`config.mk`:
```
export PLATFORM = sky130hd
export DESIGN_NAME = midi_tx_flat
export DESIGN_NICKNAME = d
export VERILOG_FILES = /design/src/rtl/midi_tx_if.sv /design/src/rtl/midi_tx.sv /design/src/flat_wrapper.sv
export SDC_FILE = /design/constraint.sdc
export NUM_CORES = 1
export LEC_CHECK = 0
export CORE_MARGIN = 5
export CORE_UTILIZATION = 60
export DETAILED_ROUTE_END_ITERATION = 6
export GPL_TIMING_DRIVEN = 0
export MAX_ROUTING_LAYER = met4
export PLACE_DENSITY = 0.79
export SKIP_CTS_REPAIR_TIMING = 1
export SYNTH_ARGS = -nofsm -noshare
export SYNTH_HDL_FRONTEND = slang
export SYNTH_SLANG_ARGS = --single-unit
```
`constraint.sdc`:
```
create_clock -name clk_i -period 3.1 [get_ports clk_i]
set_clock_uncertainty 0.2 [all_clocks]
set_input_delay 0.62 -clock clk_i [delete_from_list [all_inputs] [get_ports clk_i]]
set_output_delay 0.62 -clock clk_i [all_outputs]
set_load 0.05 [all_outputs]
```
`src/rtl/midi_tx_if.sv`:
```
// midi_tx_if: byte handshake and line signals between the MIDI message source and midi_tx.
// Ports: midiData_i/dataValid_i (source -> tx), dataReady_o (tx -> source),
//        txData_o (serial MIDI OUT line), busy_o (frame on line or bytes queued).
interface midi_tx_if;
  logic [7:0] midiData_i;
  logic       dataValid_i;
  logic       dataReady_o;
  logic       txData_o;
  logic       busy_o;

  // Message generator side: offers bytes, observes ready/line/busy.
  modport master (
    output midiData_i,
    output dataValid_i,
    input  dataReady_o,
    input  txData_o,
    input  busy_o
  );

  // Transmitter side.
  modport slave (
    input  midiData_i,
    input  dataValid_i,
    output dataReady_o,
    output txData_o,
    output busy_o
  );
endinterface

```
`src/rtl/midi_tx.sv`:
```
// midi_tx: MIDI serial transmitter, 8N1 frames at BAUD, bytes queued in a FIFO_DEPTH-entry FIFO.
// Latency: byte pushed into an empty FIFO while idle starts its start bit on the next edge.
// Backpressure: dataReady_o low while the FIFO is full; a held byte is taken once space frees.
// Ports: clk_i, rst_i (async, active-high); bus (slave modport): midiData_i, dataValid_i,
//        dataReady_o, txData_o (registered, idles high), busy_o (registered).
module midi_tx #(
  parameter int CLK_HZ     = 12_000_000,
  parameter int BAUD       = 31_250,
  parameter int FIFO_DEPTH = 4
) (
  input  logic     clk_i,
  input  logic     rst_i,
  midi_tx_if.slave bus
);

  localparam int CYCLES_PER_BIT = CLK_HZ / BAUD;
  localparam int CW             = $clog2(CYCLES_PER_BIT) + 1;
  localparam int AW             = $clog2(FIFO_DEPTH);
  localparam int NW             = AW + 1;

  localparam logic [CW-1:0] LAST_CYC = CW'(CYCLES_PER_BIT - 1);
  localparam logic [NW-1:0] FULL_CNT = NW'(FIFO_DEPTH);

  typedef enum logic [1:0] {
    S_IDLE,
    S_START,
    S_DATA,
    S_STOP
  } state_t;

  // FIFO storage and bookkeeping
  logic [7:0]    r_mem [FIFO_DEPTH];
  logic [AW-1:0] r_wptr;
  logic [AW-1:0] r_rptr;
  logic [NW-1:0] r_count;
  logic [NW-1:0] w_count_nxt;
  logic          w_ready;
  logic          w_push;
  logic          w_pop;
  logic          w_fifo_nempty;
  logic [7:0]    w_head;

  // Serialiser state
  state_t        r_state;
  state_t        w_state_nxt;
  logic          r_tx;
  logic          w_tx_nxt;
  logic [7:0]    r_shift;
  logic [7:0]    w_shift_nxt;
  logic [CW-1:0] r_cyc;
  logic [CW-1:0] w_cyc_nxt;
  logic [2:0]    r_bit;
  logic [2:0]    w_bit_nxt;
  logic          r_busy;
  logic          w_busy_nxt;
  logic          w_bit_end;

  // ---------------------------------------------------------------------------
  // FIFO
  // ---------------------------------------------------------------------------
  assign w_ready         = (r_count != FULL_CNT);
  assign w_push          = bus.dataValid_i && w_ready;
  assign w_fifo_nempty   = (r_count != '0);
  assign w_head          = r_mem[r_rptr];
  assign bus.dataReady_o = w_ready;

  always_comb begin
    w_count_nxt = r_count;
    if (w_push && !w_pop) begin
      w_count_nxt = r_count + 1'b1;
    end else if (!w_push && w_pop) begin
      w_count_nxt = r_count - 1'b1;
    end
  end

  // Payload storage needs no reset: an entry is only read after being written.
  always_ff @(posedge clk_i) begin
    if (w_push) begin
      r_mem[r_wptr] <= bus.midiData_i;
    end
  end

  // Pointers are exactly AW bits wide, so the natural overflow gives the
  // modulo-FIFO_DEPTH wrap for power-of-two depths.
  always_ff @(posedge clk_i or posedge rst_i) begin
    if (rst_i) begin
      r_wptr  <= '0;
      r_rptr  <= '0;
      r_count <= '0;
    end else begin
      if (w_push) begin
        r_wptr <= r_wptr + 1'b1;
      end
      if (w_pop) begin
        r_rptr <= r_rptr + 1'b1;
      end
      r_count <= w_count_nxt;
    end
  end

  // ---------------------------------------------------------------------------
  // Serialiser FSM: state register
  // ---------------------------------------------------------------------------
  assign w_bit_end = (r_cyc == LAST_CYC);

  always_ff @(posedge clk_i or posedge rst_i) begin
    if (rst_i) begin
      r_state <= S_IDLE;
      r_tx    <= 1'b1;
      r_shift <= '0;
      r_cyc   <= '0;
      r_bit   <= '0;
      r_busy  <= 1'b0;
    end else begin
      r_state <= w_state_nxt;
      r_tx    <= w_tx_nxt;
      r_shift <= w_shift_nxt;
      r_cyc   <= w_cyc_nxt;
      r_bit   <= w_bit_nxt;
      r_busy  <= w_busy_nxt;
    end
  end

  // ---------------------------------------------------------------------------
  // Serialiser FSM: next state and next line level
  // ---------------------------------------------------------------------------
  always_comb begin
    w_state_nxt = r_state;
    w_tx_nxt    = r_tx;
    w_shift_nxt = r_shift;
    w_cyc_nxt   = r_cyc;
    w_bit_nxt   = r_bit;
    w_pop       = 1'b0;

    case (r_state)
      S_IDLE: begin
        w_tx_nxt = 1'b1;
        if (w_fifo_nempty) begin
          w_pop       = 1'b1;
          w_shift_nxt = w_head;
          w_tx_nxt    = 1'b0;
          w_cyc_nxt   = '0;
          w_state_nxt = S_START;
        end
      end

      S_START: begin
        if (w_bit_end) begin
          w_tx_nxt    = r_shift[0];
          w_bit_nxt   = '0;
          w_cyc_nxt   = '0;
          w_state_nxt = S_DATA;
        end else begin
          w_cyc_nxt = r_cyc + 1'b1;
        end
      end

      S_DATA: begin
        if (w_bit_end) begin
          w_cyc_nxt = '0;
          if (r_bit == 3'd7) begin
            w_tx_nxt    = 1'b1;
            w_state_nxt = S_STOP;
          end else begin
            // Shift right; the bit landing in position 0 is the next one on the line.
            w_shift_nxt = {1'b0, r_shift[7:1]};
            w_tx_nxt    = r_shift[1];
            w_bit_nxt   = r_bit + 1'b1;
          end
        end else begin
          w_cyc_nxt = r_cyc + 1'b1;
        end
      end

      S_STOP: begin
        if (w_bit_end) begin
          w_cyc_nxt = '0;
          if (w_fifo_nempty) begin
            // Chain straight into the next start bit so bursts have no idle gap.
            w_pop       = 1'b1;
            w_shift_nxt = w_head;
            w_tx_nxt    = 1'b0;
            w_state_nxt = S_START;
          end else begin
            w_state_nxt = S_IDLE;
          end
        end else begin
          w_cyc_nxt = r_cyc + 1'b1;
        end
      end

      default: begin
        w_tx_nxt    = 1'b1;
        w_cyc_nxt   = '0;
        w_state_nxt = S_IDLE;
      end
    endcase
  end

  // busy is registered from next-state values so it is aligned with the line:
  // it rises with the push and falls on the edge that ends the last stop bit.
  always_comb begin
    w_busy_nxt = (w_state_nxt != S_IDLE) || (w_count_nxt != '0);
  end

  assign bus.txData_o = r_tx;
  assign bus.busy_o   = r_busy;

endmodule

```
`src/flat_wrapper.sv`:
```
// flat-port wrapper written by rule: the top's interface ports become plain ports
module midi_tx_flat 
#(
  parameter int CLK_HZ     = 12_000_000,
  parameter int BAUD       = 31_250,
  parameter int FIFO_DEPTH = 4
)
  (clk_i, rst_i, bus_midiData_i, bus_dataValid_i, bus_dataReady_o, bus_txData_o, bus_busy_o);
  midi_tx_if bus_i ();
  input  logic clk_i;
  input  logic rst_i;
  input wire logic [$bits(bus_i.midiData_i)-1:0] bus_midiData_i;
  input wire logic [$bits(bus_i.dataValid_i)-1:0] bus_dataValid_i;
  output wire logic [$bits(bus_i.dataReady_o)-1:0] bus_dataReady_o;
  output wire logic [$bits(bus_i.txData_o)-1:0] bus_txData_o;
  output wire logic [$bits(bus_i.busy_o)-1:0] bus_busy_o;
  assign bus_i.midiData_i = bus_midiData_i;
  assign bus_i.dataValid_i = bus_dataValid_i;
  assign bus_dataReady_o = bus_i.dataReady_o;
  assign bus_txData_o = bus_i.txData_o;
  assign bus_busy_o = bus_i.busy_o;
  midi_tx #(.CLK_HZ(CLK_HZ), .BAUD(BAUD), .FIFO_DEPTH(FIFO_DEPTH)) u_core (.clk_i(clk_i), .rst_i(rst_i), .bus(bus_i));
endmodule
```
# After elaboration in Yosys (flattened, before gate mapping)
# Memory sizes are Yosys's and may differ from the RTL's.
# Cells that the tools add are included.
# op_classes
reduce_logical	16
muxes	33
add_sub_neg	6
n_eq_ne	12
# ops
cell	count
8-bit two-way mux	4
8-bit case mux with 3 select lines	1
10-bit two-way mux	2
10-bit case mux with 2 select lines	1
3-bit two-way mux	5
4-bit AND reduction	3
1-bit two-way mux	11
10-bit by 1-bit adder with 10-bit output (second input constant)	1
10-bit by 9-bit equality test with 1-bit output (second input constant)	1
2-bit two-way mux	5
2-bit by 1-bit != test with 1-bit output (second input constant)	5
3-bit nonzero test	3
2-bit case mux with 4 select lines	1
3-bit by 1-bit adder with 3-bit output (second input constant)	2
3-bit case mux with 2 select lines	1
2-bit by 1-bit adder with 2-bit output (second input constant)	2
2-bit equality test (second input constant)	2
1-bit case mux with 4 select lines	1
2-bit nonzero test	2
3-bit equality test (second input constant)	1
1-bit logical AND	3
3-bit != test (second input constant)	1
3-bit OR reduction	1
3-bit by 1-bit subtractor with 3-bit output (second input constant)	1
6 further kinds	7
# word_totals
register_bits	32
elab_cells	77
input_bits	11
n_memories	1
ramBits	32
# memory_table
name	words	width	read_ports	rd_ports_with_merged_regs	write_ports	line_no	rtl
u_core.r_mem	4	8	1	0	1	midi_tx.sv:32	logic [7:0] r_mem [FIFO_DEPTH];

# Longest topological paths before layout
# logic_depth
ltp_word	9
depth_mapped	8

# Worst setup path after synthesis
# OpenSTA, ideal clock, no wires.
# synth_timing
kind	register to register
start	reg u_core.r_state[0]
end	reg u_core.r_shift[0]
path_slack_ns	0.735
arrival_time_ns	2.040
path_stages_with_launch	8
required_ns	2.775
path_cell_list	dfrtp_1 -> inv_1 -> ha_1 -> clkbuf_1 -> inv_1 -> or3_1 -> a21oi_4 -> mux2_2
# synth_via
elab_chain_cells	3
word_cells_on_any_way	9
classes_between	eq/ne: 5; mux: 1; reduce/logical: 3
# synth_lines
element	line_no	rtl
start: declaration	midi_tx.sv:44	state_t r_state;
start signal: assignment	midi_tx.sv:115	r_state <= w_state_nxt;
2-bit equality test / 2-bit logical NOT (equally long branches)	midi_tx.sv:135	case (r_state)
2-bit by 1-bit != test with 1-bit output (no line), or another cell as far along	--	
4-bit AND reduction (no line)	--	
end signal: assignment	midi_tx.sv:117	r_shift <= w_shift_nxt;
end: declaration	midi_tx.sv:48	logic [7:0] r_shift;
# Parallel ways exist; a longest one is shown, timed or not.
# A chain may end at the register's enable or synchronous reset.

# Worst setup path after layout
# layout_timing
start	reg u_core.r_count[0]
end	out bus_dataReady_o
# layout_via
elab_chain_cells	1
# layout_lines
element	line_no	rtl
start: declaration	midi_tx.sv:35	logic [NW-1:0] r_count;
start signal: assignment	midi_tx.sv:97	r_count <= w_count_nxt;
3-bit != test	midi_tx.sv:61	assign w_ready = (r_count != FULL_CNT);
end: declaration	flat_wrapper.sv:14	output wire logic [$bits(bus_i.dataReady_o)-1:0] bus_dataReady_o;
# Every way passes these cells.

==> results list <==
* Post-synth net total: 270
- Floorplan Core Area: 5075 um2
* Area leader, netlist: sky130_fd_sc_hd__edfxtp_1
- Total iterations of the first detailed-routing run: 4
* Synth top cells by count: sky130_fd_sc_hd__nand2_1 (33), sky130_fd_sc_hd__edfxtp_1 (32), sky130_fd_sc_hd__dfrtp_1 (31)
* Antenna violations before repair: 0
- Along the worst path, the maximum fanout reaches 6.
- Summed over all nets, the half-perimeter wirelength after detailed placement is 3591 um.
- The die is slightly above 80 um tall.
- Maximum number of buffers from clock root to sink: 2
* Weighted congestion reported at the end of routability-driven placement: 0.7925
- Dividing the final minimum period by the clock period gives 89.88%.
* Share of power burned in the clock network: about a third
- In the final routed layout, each cell accounts on average for 14.97 um.
* Number of global-route vias before repair: 1,922
- Of the cells placed in the final design, the portion with a size suffix greater than 1 is ~15%.
- GRT Overall Usage: 19.23%
- Most frequently used cell type in the post-synthesis netlist: sky130_fd_sc_hd__nand2_1
- DIE AREA: around 6700 um2
- Data on the critical path is required at its endpoint by 2.28 ns.
- In this run the biggest area consumer among cell types represents 31.02% of the synthesized area.
* Category of the worst setup path launch point: flip-flop
- Worst slew pin tran: 0.5105 ns
* Launch point of the worst path: u_core.r_count[0]$_DFF_PP0_
- Sequential cells were found to cover 56.91% of the synthesized design area.
* Total internal power: 1.622 mW
- Clock tree from TritonCTS: yes
- Cell area after placement: 3316 um2
* Routed wire length: 5134 um
- The worst path needs 2.786 ns of the cycle, external delays included.
- The net count of the finished layout is about 300.
* Final number of hold-violating endpoints: 0
- For this block, the via count after detailed routing is roughly 1.9k.
- Count of input and output buffers: 13
- For the final routed database, the setup TNS stands at 0 ns.
* Number of slew-limit violations in the final report: 0
* Setup slack, reg-to-reg: 0.43 ns
- STA classifies the critical path endpoint as an output pin.
- Worst-case hold slack: between 0.2 and 0.3 ns
- After clock tree synthesis, the clock-pin slew on the worst setup and hold paths is about 0.070 ns.
- Count of antenna diodes in the layout: 0
- Critical Path AT: 1.97 ns
- For this run, asynchronously set or reset flops after synthesis account for roughly half.
* Worst IR drop on VDD: around 0.5 mV
* Iter 0 DRT Violations: around 140
- Switching power total: 598.8 uW
- The share of total power dissipated in combinational logic is 17.8%.
* Clock sink count: 64
- GRT overflow: 0
* Switching Share: 26.96%
- The floorplan step set the die width to 81.86 um.
- Syn Inst Count: 244
- For this configuration, the core starts out at a cell density of 61.05%.
- PwrDens: 626.6 nW/um2
- The number of clock buffers added by TritonCTS is 9.
* Post-synth cell types: 50
- The H-tree was split into 3 levels.
- Warnings, synthesis: 0
* Routed vias/inst: 5.466
* Max-cap viol count: 0
- Compared with the post-synthesis result, the final layout area differs by 14.42%.
- Relative contribution of sequential cells to total power: 48.1%
- Synthesized area per cell: around 13 um2
* RSZ-0062 raised after global routing: no
- Rows: 26
* Yosys reg bits: 64
- The tightest min-delay check is of the input port to asynchronous set/reset pin type.
* CTS Root Buffer Type: sky130_fd_sc_hd__clkbuf_8
- Maximum frequency from static timing analysis: approximately 0.36 GHz
* Max_slew headroom: between 60% and 70%
- Entering global routing, the biggest net connects 33 pins.
- The worst setup path is of the flip-flop to output pin kind.
- I/O pin count: 14
- In the synthesized netlist the dominant register cell turns out to be sky130_fd_sc_hd__edfxtp_1.
- Post-route DRC: 0
- Once layout is done, the placed cells without fillers occupy about 3500 um2.
* Post-synthesis instance area: between 3000 and 4000 um2
* Setup-failing EPs final: 0
* Status: finished, final reports clean
- For this design the static power due to leakage is roughly 1.4 nW.
* EDFF count, synth: 32
- Wire length of the first global-routing pass: 9114 um
- In this run the critical register-to-register path is launched from u_core.r_state[0]$_DFF_PP0_.
- Number of antenna-violating nets in the routed design: 0
- Dominant cells by area after synthesis: sky130_fd_sc_hd__edfxtp_1 (31%), sky130_fd_sc_hd__dfrtp_1 (25%), sky130_fd_sc_hd__ha_1 (6.1%)
* Clock latency on the worst-skew pair: 0.34 ns
[sequential cells by signal, indices dropped and copies added, names as in the netlist]
| signal | flops |
|---|---|
| u_core.bus.busy_o | 1 |
| u_core.bus.txData_o | 1 |
| u_core.r_bit | 3 |
| u_core.r_count | 3 |
| u_core.r_cyc | 10 |
| u_core.r_mem | 32 |
| u_core.r_rptr | 2 |
| u_core.r_shift | 8 |
| u_core.r_state | 2 |
| u_core.r_wptr | 2 |
[kinds of logic (layout without fill, tap and decap cells)]
family                   after synthesis  count (layout)  synth area share (%)
AND/OR/NAND/NOR                       82              82                 13.29
multiplexers                          18              18                 9.370
buffers and inverters                 19              48                 2.423
flip-flops                            64              64                 56.91
XOR/XNOR                              13              13                 3.675
adder cells (fa/ha/maj)               15              15                 6.058
AO/OA/AOI/OAI                         33              33                 8.281
[critical path, cell delays in order, from the launching register on]
cell and delay, ns:
sky130_fd_sc_hd__dfrtp_1 0.39, sky130_fd_sc_hd__inv_1 0.08, sky130_fd_sc_hd__ha_1 0.27, sky130_fd_sc_hd__nand2_1 0.09
sky130_fd_sc_hd__clkdlybuf4s50_1 0.79
[layer usage]
metal	routed length, um	vias up	GRT usage (%)	share of wire (%)
li1	-	929	-	-
met1	2306	912	23.41	45
met2	2560	29	29.89	50
met3	188	5	6.908	3.7
met4	78	0	6.478	1.5
met5	0	-	-	0
[area by class of cell]
cell class,instances,area (um2)
sequential,64,1763
fill,382,1530
multi-input combinational,161,1260
timing repair buffer,14,150.1
clock buffer,9,123.9
tap,70,87.58
clock inverter,6,85.08
buffer,9,37.54
inverter,10,37.54
[worst paths after layout]
kind | cells past startpoint | end
hold / removal | 2 | u_core.bus.busy_o$_DFF_PP0_
max in group asynchronous | 3 | u_core.bus.txData_o$_DFFE_PP1P_
setup / recovery | 4 | bus_dataReady_o
setup reg to reg | 7 | u_core.r_shift[2]$_DFFE_PP0P_
min in group clk_i | 2 | u_core.r_bit[2]$_DFFE_PP0P_
hold reg to reg | 2 | u_core.r_bit[2]$_DFFE_PP0P_
[per-stage QoR]
step           util (%)  cells  worst slack [ns]  power (mW)
2_1_floorplan         -    244            0.7354       1.360
3_5_place_dp      65.34    327            0.1459       1.480
6_report          69.85    343            0.3138       2.221
4_1_cts           69.45    342            0.3046       2.239
5_1_grt           69.85    343            0.2120       2.342
3_3_place_gp      65.34    327            0.2174       1.454
[power groups by stage]
| stage | Clock [mW] | Sequential [mW] | Combinational [mW] |
|---|---|---|---|
| 6_report | 0.758 | 1.07 | 0.394 |
| 5_1_grt | 0.818 | 1.08 | 0.443 |
| 4_1_cts | 0.773 | 1.07 | 0.396 |
| 3_5_place_dp | 0 | 1.09 | 0.394 |
| 3_3_place_gp | 0 | 1.08 | 0.375 |
| 2_1_floorplan | 0 | 1.07 | 0.291 |
[layout by cell type (no fill, tap or decap), drive strengths merged, types with 3 or more instances in the layout]
master	Yosys	final
a21oi	9	9
and2	9	9
and3	5	5
buf	3	4
clkbuf	6	15
clkdlybuf4s50	0	13
clkinv	0	4
dfrtp	31	31
edfxtp	32	32
ha	15	15
inv	10	9
mux2	8	8
mux4	8	8
nand2	33	33
nand3	3	3
nand4	5	5
nor2	16	16
o21ai	7	7
xnor2	6	6
xor2	7	7
(Power assumes the default switching activity.)
==> RTL edit, RTL diff (same flow settings) <==
`BAUD` is set to 31_250 in 2 places; all go to 15_625.
--- a/src/rtl/midi_tx.sv
+++ b/src/rtl/midi_tx.sv
@@ -7,3 +7,3 @@
   parameter int CLK_HZ     = 12_000_000,
-  parameter int BAUD       = 31_250,
+  parameter int BAUD       = 15_625,
   parameter int FIFO_DEPTH = 4
--- a/src/flat_wrapper.sv
+++ b/src/flat_wrapper.sv
@@ -4,3 +4,3 @@
   parameter int CLK_HZ     = 12_000_000,
-  parameter int BAUD       = 31_250,
+  parameter int BAUD       = 15_625,
   parameter int FIFO_DEPTH = 4
Behaviour: same outputs for any inputs over 10 cycles, from zero or initial values and one cycle with rst_i high; that may be too few to reach the edited logic, so the function may still have changed.
==> RTL edit against the original RTL <==
Design area up 0.85%. Total power down 1.9%. Critical path depth unchanged. Worst setup slack better by 0.034 ns. Count of clock-buffer cells in the layout unchanged. Sequential cell count up 1. Routed wire length down 0.93%. Area after synthesis up 0.97%.
==> RTL edit: results (changes against the original RTL) <==
seq_power_share: 0.494  # was 0.481
comb-power_uw: 366  # was 394 uW
grt_pass1_wl_um: 8710  # was 9110 um
seq_area_mm2: 0.00179  # was 0.00176 mm2
wl_met3_um: 210  # was 188 um
synth_fa_ha_area_frac: 0.0600  # was 0.0606
syn_nets: 259  # was 270
worst_ir_drop_vdd_v: 0.000533  # was 0.000513 V
synth_compound_area_frac: 0.0784  # was 0.0828
wl_met2_um: 2420  # was 2560 um
avgViaCountPerCell: 5.56  # was 5.47
netlist_instances: 233  # was 244
drive_above_1_share: 0.209  # was 0.150
finalPower_mw: 2.18  # was 2.22 mW
met2_usage: 0.277  # was 0.299
synth_area_leaders: "edfxtp_1, dfrtp_1, ha_1"  # unchanged
synth.distinct_cells: 48  # was 50
gp_congestion: 0.776  # was 0.793
buffers: 20  # was 23
status: "finished, final reports clean"  # unchanged
min_path_type: "register to register"  # was input pin to asynchronous set/reset pin
clk_share: 0.0564  # was 0.0589
largestRegisters: "u_core.r_mem (32), u_core.r_cyc (11), u_core.r_shift (8)"  # was u_core.r_mem (32), u_core.r_cyc (10), u_core.r_shift (8)
placed_cells: 316  # was 327
dp_slack_ns: 0.112  # was 0.146 ns
grt_max_degree: 34  # was 33
multiInputGateArea_mm2: 0.00127  # was 0.00126 mm2
cellLeakagePower_nw: 1.41  # was 1.42 nW
grt_util_met1: 0.232  # was 0.234
wl_met1_um: 2390  # was 2310 um
synth_top_cells_by_count: "dfrtp_1, edfxtp_1, nor2_1"  # was nand2_1, edfxtp_1, dfrtp_1
fin_nets: 284  # was 295
synth_seq_cells: 65  # was 64
buf_share: 0.0532  # was 0.0529
met3_usage: 0.0488  # was 0.0691
post-dp-hpwl_um: 3580  # was 3590 um
muxShareOfSynthArea: 0.115  # was 0.0937
slew_headroom: 0.611  # was 0.659
wl_per_cell_um: 15.3  # was 15.0 um
==> RTL edit: worst paths after layout <==
kind                                               start                       endpoint  slack, ns
min reg2reg                u_core.r_shift[6]$_DFFE_PP0P_  u_core.r_shift[6]$_DFFE_PP0P_       0.31
max reg2reg                  u_core.r_state[1]$_DFF_PP0_    u_core.bus.busy_o$_DFF_PP0_       0.46
max in group asynchronous                          rst_i  u_core.r_shift[2]$_DFFE_PP0P_       1.94
max                          u_core.r_count[0]$_DFF_PP0_                bus_dataReady_o       0.35
min in group asynchronous                          rst_i    u_core.r_bit[1]$_DFFE_PP0P_       0.34
min                        u_core.r_shift[6]$_DFFE_PP0P_  u_core.r_shift[6]$_DFFE_PP0P_       0.31
==> RTL edit: critical path: stages, from the launching register on <==
cell	delay (ns)
dfrtp_1	0.35
inv_1	0.08
ha_1	0.28
nand2_1	0.09
clkdlybuf4s50_1	0.79
